[src/rtl/snake_pkg.sv]
// Shared definitions for the snake game datapath blocks.
package snake_pkg;

    // Direction encodings; a reversal flips only bit 0 within the same axis
    localparam logic [1:0] DIR_UP    = 2'b00;
    localparam logic [1:0] DIR_DOWN  = 2'b01;
    localparam logic [1:0] DIR_LEFT  = 2'b10;
    localparam logic [1:0] DIR_RIGHT = 2'b11;

    localparam int unsigned SCR_W = 160;
    localparam int unsigned SCR_H = 120;
    localparam int unsigned BLK   = 2;

    // True when b is the exact opposite of a (same axis, opposite sense)
    function automatic logic is_reverse(input logic [1:0] a, input logic [1:0] b);
        return (a[1] == b[1]) && (a[0] != b[0]);
    endfunction

endpackage

[src/rtl/snake_step_wrap.sv]
// Combinational next head position: one block step in dir, wrapping at screen edges.
module snake_step_wrap
    import snake_pkg::*;
#(
    parameter int unsigned X_MAX = SCR_W,
    parameter int unsigned Y_MAX = SCR_H,
    parameter int unsigned STEP  = BLK
) (
    input  logic [7:0] pos_x,
    input  logic [6:0] pos_y,
    input  logic [1:0] dir,
    output logic [7:0] nxt_x,
    output logic [6:0] nxt_y
);

    localparam logic [7:0] XLast = 8'(X_MAX - STEP);
    localparam logic [6:0] YLast = 7'(Y_MAX - STEP);
    localparam logic [7:0] XStep = 8'(STEP);
    localparam logic [6:0] YStep = 7'(STEP);

    // Edge compare happens before the add so nothing ever overflows the port width
    always_comb begin
        nxt_x = pos_x;
        nxt_y = pos_y;
        unique case (dir)
            DIR_RIGHT: nxt_x = (pos_x == XLast) ? 8'd0 : pos_x + XStep;
            DIR_LEFT:  nxt_x = (pos_x == 8'd0) ? XLast : pos_x - XStep;
            DIR_DOWN:  nxt_y = (pos_y == YLast) ? 7'd0 : pos_y + YStep;
            DIR_UP:    nxt_y = (pos_y == 7'd0) ? YLast : pos_y - YStep;
            default:   ;
        endcase
    end

endmodule

[src/rtl/snake_head_datapath.sv]
// Snake head datapath: holds head position and direction, steps on update,
// and draws the 2x2 head block to the VGA adapter on plot.
module snake_head_datapath
    import snake_pkg::*;
#(
    parameter int unsigned X_MAX    = SCR_W,
    parameter int unsigned Y_MAX    = SCR_H,
    parameter int unsigned BLK      = snake_pkg::BLK,
    parameter int unsigned START_X  = 80,
    parameter int unsigned START_Y  = 60,
    parameter logic [2:0]  HEAD_COL = 3'b010
) (
    input  logic       clk,
    input  logic       rst,
    input  logic       ld,
    input  logic       update,
    input  logic       plot,
    input  logic [1:0] dir_in,
    input  logic       dir_valid,
    output logic [7:0] x,
    output logic [6:0] y,
    output logic [2:0] colour,
    output logic       writeEn,
    output logic [7:0] head_x,
    output logic [6:0] head_y
);

    localparam logic [7:0] StartX = 8'(START_X);
    localparam logic [6:0] StartY = 7'(START_Y);

    logic [7:0] head_x_q, head_x_d, step_x;
    logic [6:0] head_y_q, head_y_d, step_y;
    logic [1:0] cur_dir_q, cur_dir_d;
    logic [1:0] pend_dir_q, pend_dir_d;
    logic [1:0] cnt_q, cnt_d;
    logic [7:0] x_q, x_d;
    logic [6:0] y_q, y_d;
    logic [2:0] colour_q, colour_d;
    logic       we_q, we_d;

    snake_step_wrap #(
        .X_MAX (X_MAX),
        .Y_MAX (Y_MAX),
        .STEP  (BLK)
    ) u_step (
        .pos_x (head_x_q),
        .pos_y (head_y_q),
        .dir   (cur_dir_d),
        .nxt_x (step_x),
        .nxt_y (step_y)
    );

    // Direction latch and move commit
    always_comb begin
        cur_dir_d  = cur_dir_q;
        pend_dir_d = pend_dir_q;
        head_x_d   = head_x_q;
        head_y_d   = head_y_q;
        if (update) begin
            // A stale reverse request is dropped here too; keep going straight
            if (!is_reverse(pend_dir_q, cur_dir_q)) begin
                cur_dir_d = pend_dir_q;
            end
            pend_dir_d = cur_dir_d;
            head_x_d   = step_x;
            head_y_d   = step_y;
        end
        // A request arriving with update only affects the following move
        if (dir_valid && !is_reverse(dir_in, cur_dir_q)) begin
            pend_dir_d = dir_in;
        end
    end

    // Draw sequencer: offset k gives pixel (head_x + k[0], head_y + k[1])
    always_comb begin
        cnt_d    = plot ? cnt_q + 2'd1 : 2'd0;
        x_d      = x_q;
        y_d      = y_q;
        colour_d = 3'd0;
        we_d     = 1'b0;
        if (plot) begin
            x_d      = head_x_q + {7'd0, cnt_q[0]};
            y_d      = head_y_q + {6'd0, cnt_q[1]};
            colour_d = HEAD_COL;
            we_d     = 1'b1;
        end
    end

    // State registers; ld restores exactly the reset state
    always_ff @(posedge clk) begin
        if (rst || ld) begin
            head_x_q   <= StartX;
            head_y_q   <= StartY;
            cur_dir_q  <= DIR_RIGHT;
            pend_dir_q <= DIR_RIGHT;
            cnt_q      <= 2'd0;
            x_q        <= 8'd0;
            y_q        <= 7'd0;
            colour_q   <= 3'd0;
            we_q       <= 1'b0;
        end else begin
            head_x_q   <= head_x_d;
            head_y_q   <= head_y_d;
            cur_dir_q  <= cur_dir_d;
            pend_dir_q <= pend_dir_d;
            cnt_q      <= cnt_d;
            x_q        <= x_d;
            y_q        <= y_d;
            colour_q   <= colour_d;
            we_q       <= we_d;
        end
    end

    assign x       = x_q;
    assign y       = y_q;
    assign colour  = colour_q;
    assign writeEn = we_q;
    assign head_x  = head_x_q;
    assign head_y  = head_y_q;

endmodule

[config.mk]
export PLATFORM = sky130hd
export DESIGN_NAME = snake_head_datapath
export DESIGN_NICKNAME = d
export VERILOG_FILES = /design/src/rtl/snake_pkg.sv /design/src/rtl/snake_step_wrap.sv /design/src/rtl/snake_head_datapath.sv
export SDC_FILE = /design/constraint.sdc
export NUM_CORES = 1
export LEC_CHECK = 0
export BUFFER_PORTS_ARGS = -buffer_cell sky130_fd_sc_hd__buf_4
export CAP_MARGIN = 15
export CORE_UTILIZATION = 60
export CTS_BUF_LIST = sky130_fd_sc_hd__clkbuf_2 sky130_fd_sc_hd__clkbuf_4 sky130_fd_sc_hd__clkbuf_8
export CTS_CLUSTER_SIZE = 12
export DETAILED_ROUTE_END_ITERATION = 12
export GPL_TIMING_DRIVEN = 0
export PLACE_DENSITY = 0.86
export SETUP_SLACK_MARGIN = 0.02
export SKIP_LAST_GASP = 1
export SLEW_MARGIN = 40
export SYNTH_ARGS = -nofsm -noshare
export SYNTH_HDL_FRONTEND = slang
export SYNTH_SLANG_ARGS = --single-unit
[constraint.sdc]
create_clock -name clk -period 3.28 [get_ports clk]
set_input_delay 0.656 -clock clk [delete_from_list [all_inputs] [get_ports clk]]
set_output_delay 0.656 -clock clk [all_outputs]
set_load 0.03 [all_outputs]
==> run summary <==
Status -> complete, no violations
Final Max Slew Viols -> 0
Fmax -> 543 MHz
Total track usage -> 27.0%
Hold path depth -> 1
Power Density -> 372 nW/um2
Post-synth EDFFs -> 0
Top-level port count -> 42
Largest net degree at the start of global routing -> 12
GRT overflow -> 0
Hold Crit Class -> register to register
Share of cells above drive strength 1 -> 27.3%
Initial antenna violation count -> 0
Synth warn -> 0
Commonest non-fill, non-tap cell in the layout -> buf_4
Netlist cell types -> 61
Die ar. -> 3820 um2
Total Power -> 0.963 mW
Die Height -> 61.8 um
Worst Setup End Kind -> register
CTS tree -> done
CP max-delay cell -> dfxtp_1
CP arrival -> 2.10 ns
Reported max-cap violation count -> 0
Number of nets in the layout -> 305
Ys async rst share -> 0%
Leakage -> 1.13 nW
I/O Buffers -> 35
Crit path cell chain -> inv_1 > ha_1 > nor3b_1 > or2_2 > a31oi_1 > o32ai_1
Starting Density -> 63.3%
VDD IR-drop max -> 0.336 mV
Placer Congestion -> 0.891
H-tree Lvls -> 2
Post-Route WL -> 4.63 mm
Unrepaired setup endpoints after global routing -> no
Inserted Diodes -> 0
RR Endpoint -> head_x[7]
Register area share after synthesis -> 32.6%
Vias per Instance -> 5.54
Clock share of power -> 41.9%
Clock Pin Slew Worst Setup and Hold Paths -> 0.11 ns
Routed Antenna Nets -> 0
Fillers -> 253
Kind of critical path -> register to register
Critical Path Max Stage Delay -> 0.44 ns
Syn Area/Cell -> 8.73 um2
Startpoint type of the worst setup path -> register
Share of total power in sequential cells -> 46.0%
P_int -> 0.728 mW
Sw frac -> 24.4%
# setup viols final -> 0
Max_slew headroom -> 65.0%
FF-to-FF Start -> head_x[1]
Mapped Cells -> 246
Min-Delay Endpoint -> cnt_q[0]
Fraction of the cycle the final worst path needs -> 56.1%
Final Hold Vio Count -> 0
Number of setup buffers added after CTS -> 0
Combinational share of power -> 12.2%
Num rows -> 21
CTS root buf -> clkbuf_4
HPWL Detailed -> 3.29 mm
Hold path startpoint -> cnt_q[0]
DR WL/cell -> 13.7 um
Worst Path Max Fanout -> 10
Reg2Reg Depth -> 6
CTS max path bufs -> 2
Switching Power -> 0.235 mW
Synth Flop Type -> dfxtp_1
Syn-to-layout area delta -> 20.5%
Vias in the first global route -> 1,623
Core area -> 3390 um2
Clock skew -> 0.00426 ns
Detailed-route via count -> 1,879
Post-synthesis cell area -> 2150 um2
Commonest cells after routing, fill and taps aside -> buf_4 (43), dfxtp_1 (35), nor2_1 (31), mux2i_1 (19), nand2_1 (16)
Clock sink count -> 35
Fin crit period -> 1.84 ns
Final TNS setup -> 0 ns
Register bit total from synthesis -> 35
Initial drt markers -> 140
R2R setup slack -> 1.44 ns
CP required -> 3.54 ns
Die width -> 61.8 um
First drt pass iteration count -> 4
Clk_lat worst skew -> 0.36 ns
Worst slew pin tran -> 0.525 ns
Total CTS buffers -> 5
Cts hold-fix bufs -> 0
CTS resizes -> 0
First-pass GRT wire length -> 7.38 mm
Remaining DRCs -> 0
-- how the worst max path moves through the flow --
| stage | slack [ns] | start | cells after the start | to |
|---|---|---|---|---|
| 2_1_floorplan | 1.44 | update | 7 | head_x[5] |
| 3_3_place_gp | 1.38 | update | 7 | head_x[5] |
| 3_5_place_dp | 1.37 | update | 7 | head_x[5] |
| 4_1_cts | 1.44 | head_x[1] | 6 | head_x[7] |
| 5_1_grt | 1.27 | head_x[1] | 6 | head_x[7] |
| 6_report | 1.44 | head_x[1] | 6 | head_x[7] |
-- cell usage after synthesis (all sizes together), types with 3 or more instances --
cell | count | area (um2)
dfxtp | 35 | 701
nor2 | 31 | 116
buf | 20 | 164
mux2i | 19 | 190
nand2 | 17 | 66.3
a21oi | 14 | 73.8
o21ai | 12 | 63.8
inv | 10 | 37.5
clkbuf | 7 | 27.5
xnor2 | 6 | 52.6
a211oi | 5 | 37.5
a31oi | 5 | 37.5
ha | 5 | 62.6
nand3 | 5 | 25.0
nor3b | 5 | 42.5
nand4 | 4 | 25.0
o32ai | 4 | 68.8
xor2 | 4 | 35.0
and3 | 3 | 18.8
nor3 | 3 | 31.3
-- final cells by class --
type / count / area [um2] / share of cell area [%]
Timing Repair Buffer: 35 / 263 / 10.2
Buffer: 27 / 191 / 7.40
Clock inverter: 2 / 60.1 / 2.32
Sequential cell: 35 / 701 / 27.1
Tap cell: 46 / 57.6 / 2.22
Clock buffer: 6 / 45.0 / 1.74
Multi-Input combinational cell: 178 / 1230 / 47.6
Inverter: 10 / 37.5 / 1.45
-- power groups by stage --
stage | clock, mW | sequential (mW) | combinational [mW]
after detailed placement | 0 | 0.452 | 0.116
after global placement | 0 | 0.452 | 0.114
final | 0.403 | 0.443 | 0.117
after global routing | 0.419 | 0.444 | 0.128
after CTS | 0.403 | 0.442 | 0.117
after floorplan | 0 | 0.465 | 0.0711
-- layer usage --
layer,global-route usage [%],part of all wire [%],vias to the layer above
met2,45.8,49,46
li1,-,-,951
met5,0,0,-
met1,31.9,45,872
met3,6.21,3.9,10
met4,14.0,2.5,0
-- through the flow --
stage / utilization (%) / setup WS, ns / std cells / area (um2) / hold slack [ns]
2_1_floorplan: - / 1.44 / 250 / 2160 / 0.425
3_3_place_gp: 73.2 / 1.38 / 331 / 2480 / 0.440
3_5_place_dp: 73.2 / 1.37 / 331 / 2480 / 0.455
4_1_cts: 76.3 / 1.44 / 339 / 2590 / 0.482
5_1_grt: 76.3 / 1.27 / 339 / 2590 / 0.492
6_report: 76.3 / 1.44 / 339 / 2590 / 0.485
-- worst max-delay path: cells and delay by family, from the launching register on --
| family | cells | cell delay, ns |
|---|---|---|
| flip-flops | 1 | 0.44 |
| adder cells (fa/ha/maj) | 1 | 0.19 |
| buffers and inverters | 1 | 0.11 |
| AND/OR/NAND/NOR | 2 | 0.63 |
| AO/OA/AOI/OAI | 2 | 0.36 |
-- cell families (layout without fill, tap and decap cells) --
kind of cell / Yosys count / after routing / synth area share [%]
compound gates: 56 / 56 / 19.3
xor+xnor: 10 / 10 / 4.08
fa+ha+maj: 5 / 5 / 2.91
buf+inv: 37 / 80 / 10.7
flops: 35 / 35 / 32.6
mux: 20 / 20 / 9.38
other cells: 1 / 5 / 0.175
simple gates: 82 / 82 / 20.8
-- state kept, by name (all words and copies together), names as in the netlist --
signal / flops
head_x: 7
head_y: 6
colour: 1
pend_dir_q: 2
x: 8
cur_dir_q: 2
y: 7
cnt_q: 2
Power figures use the tool's default switching activity.
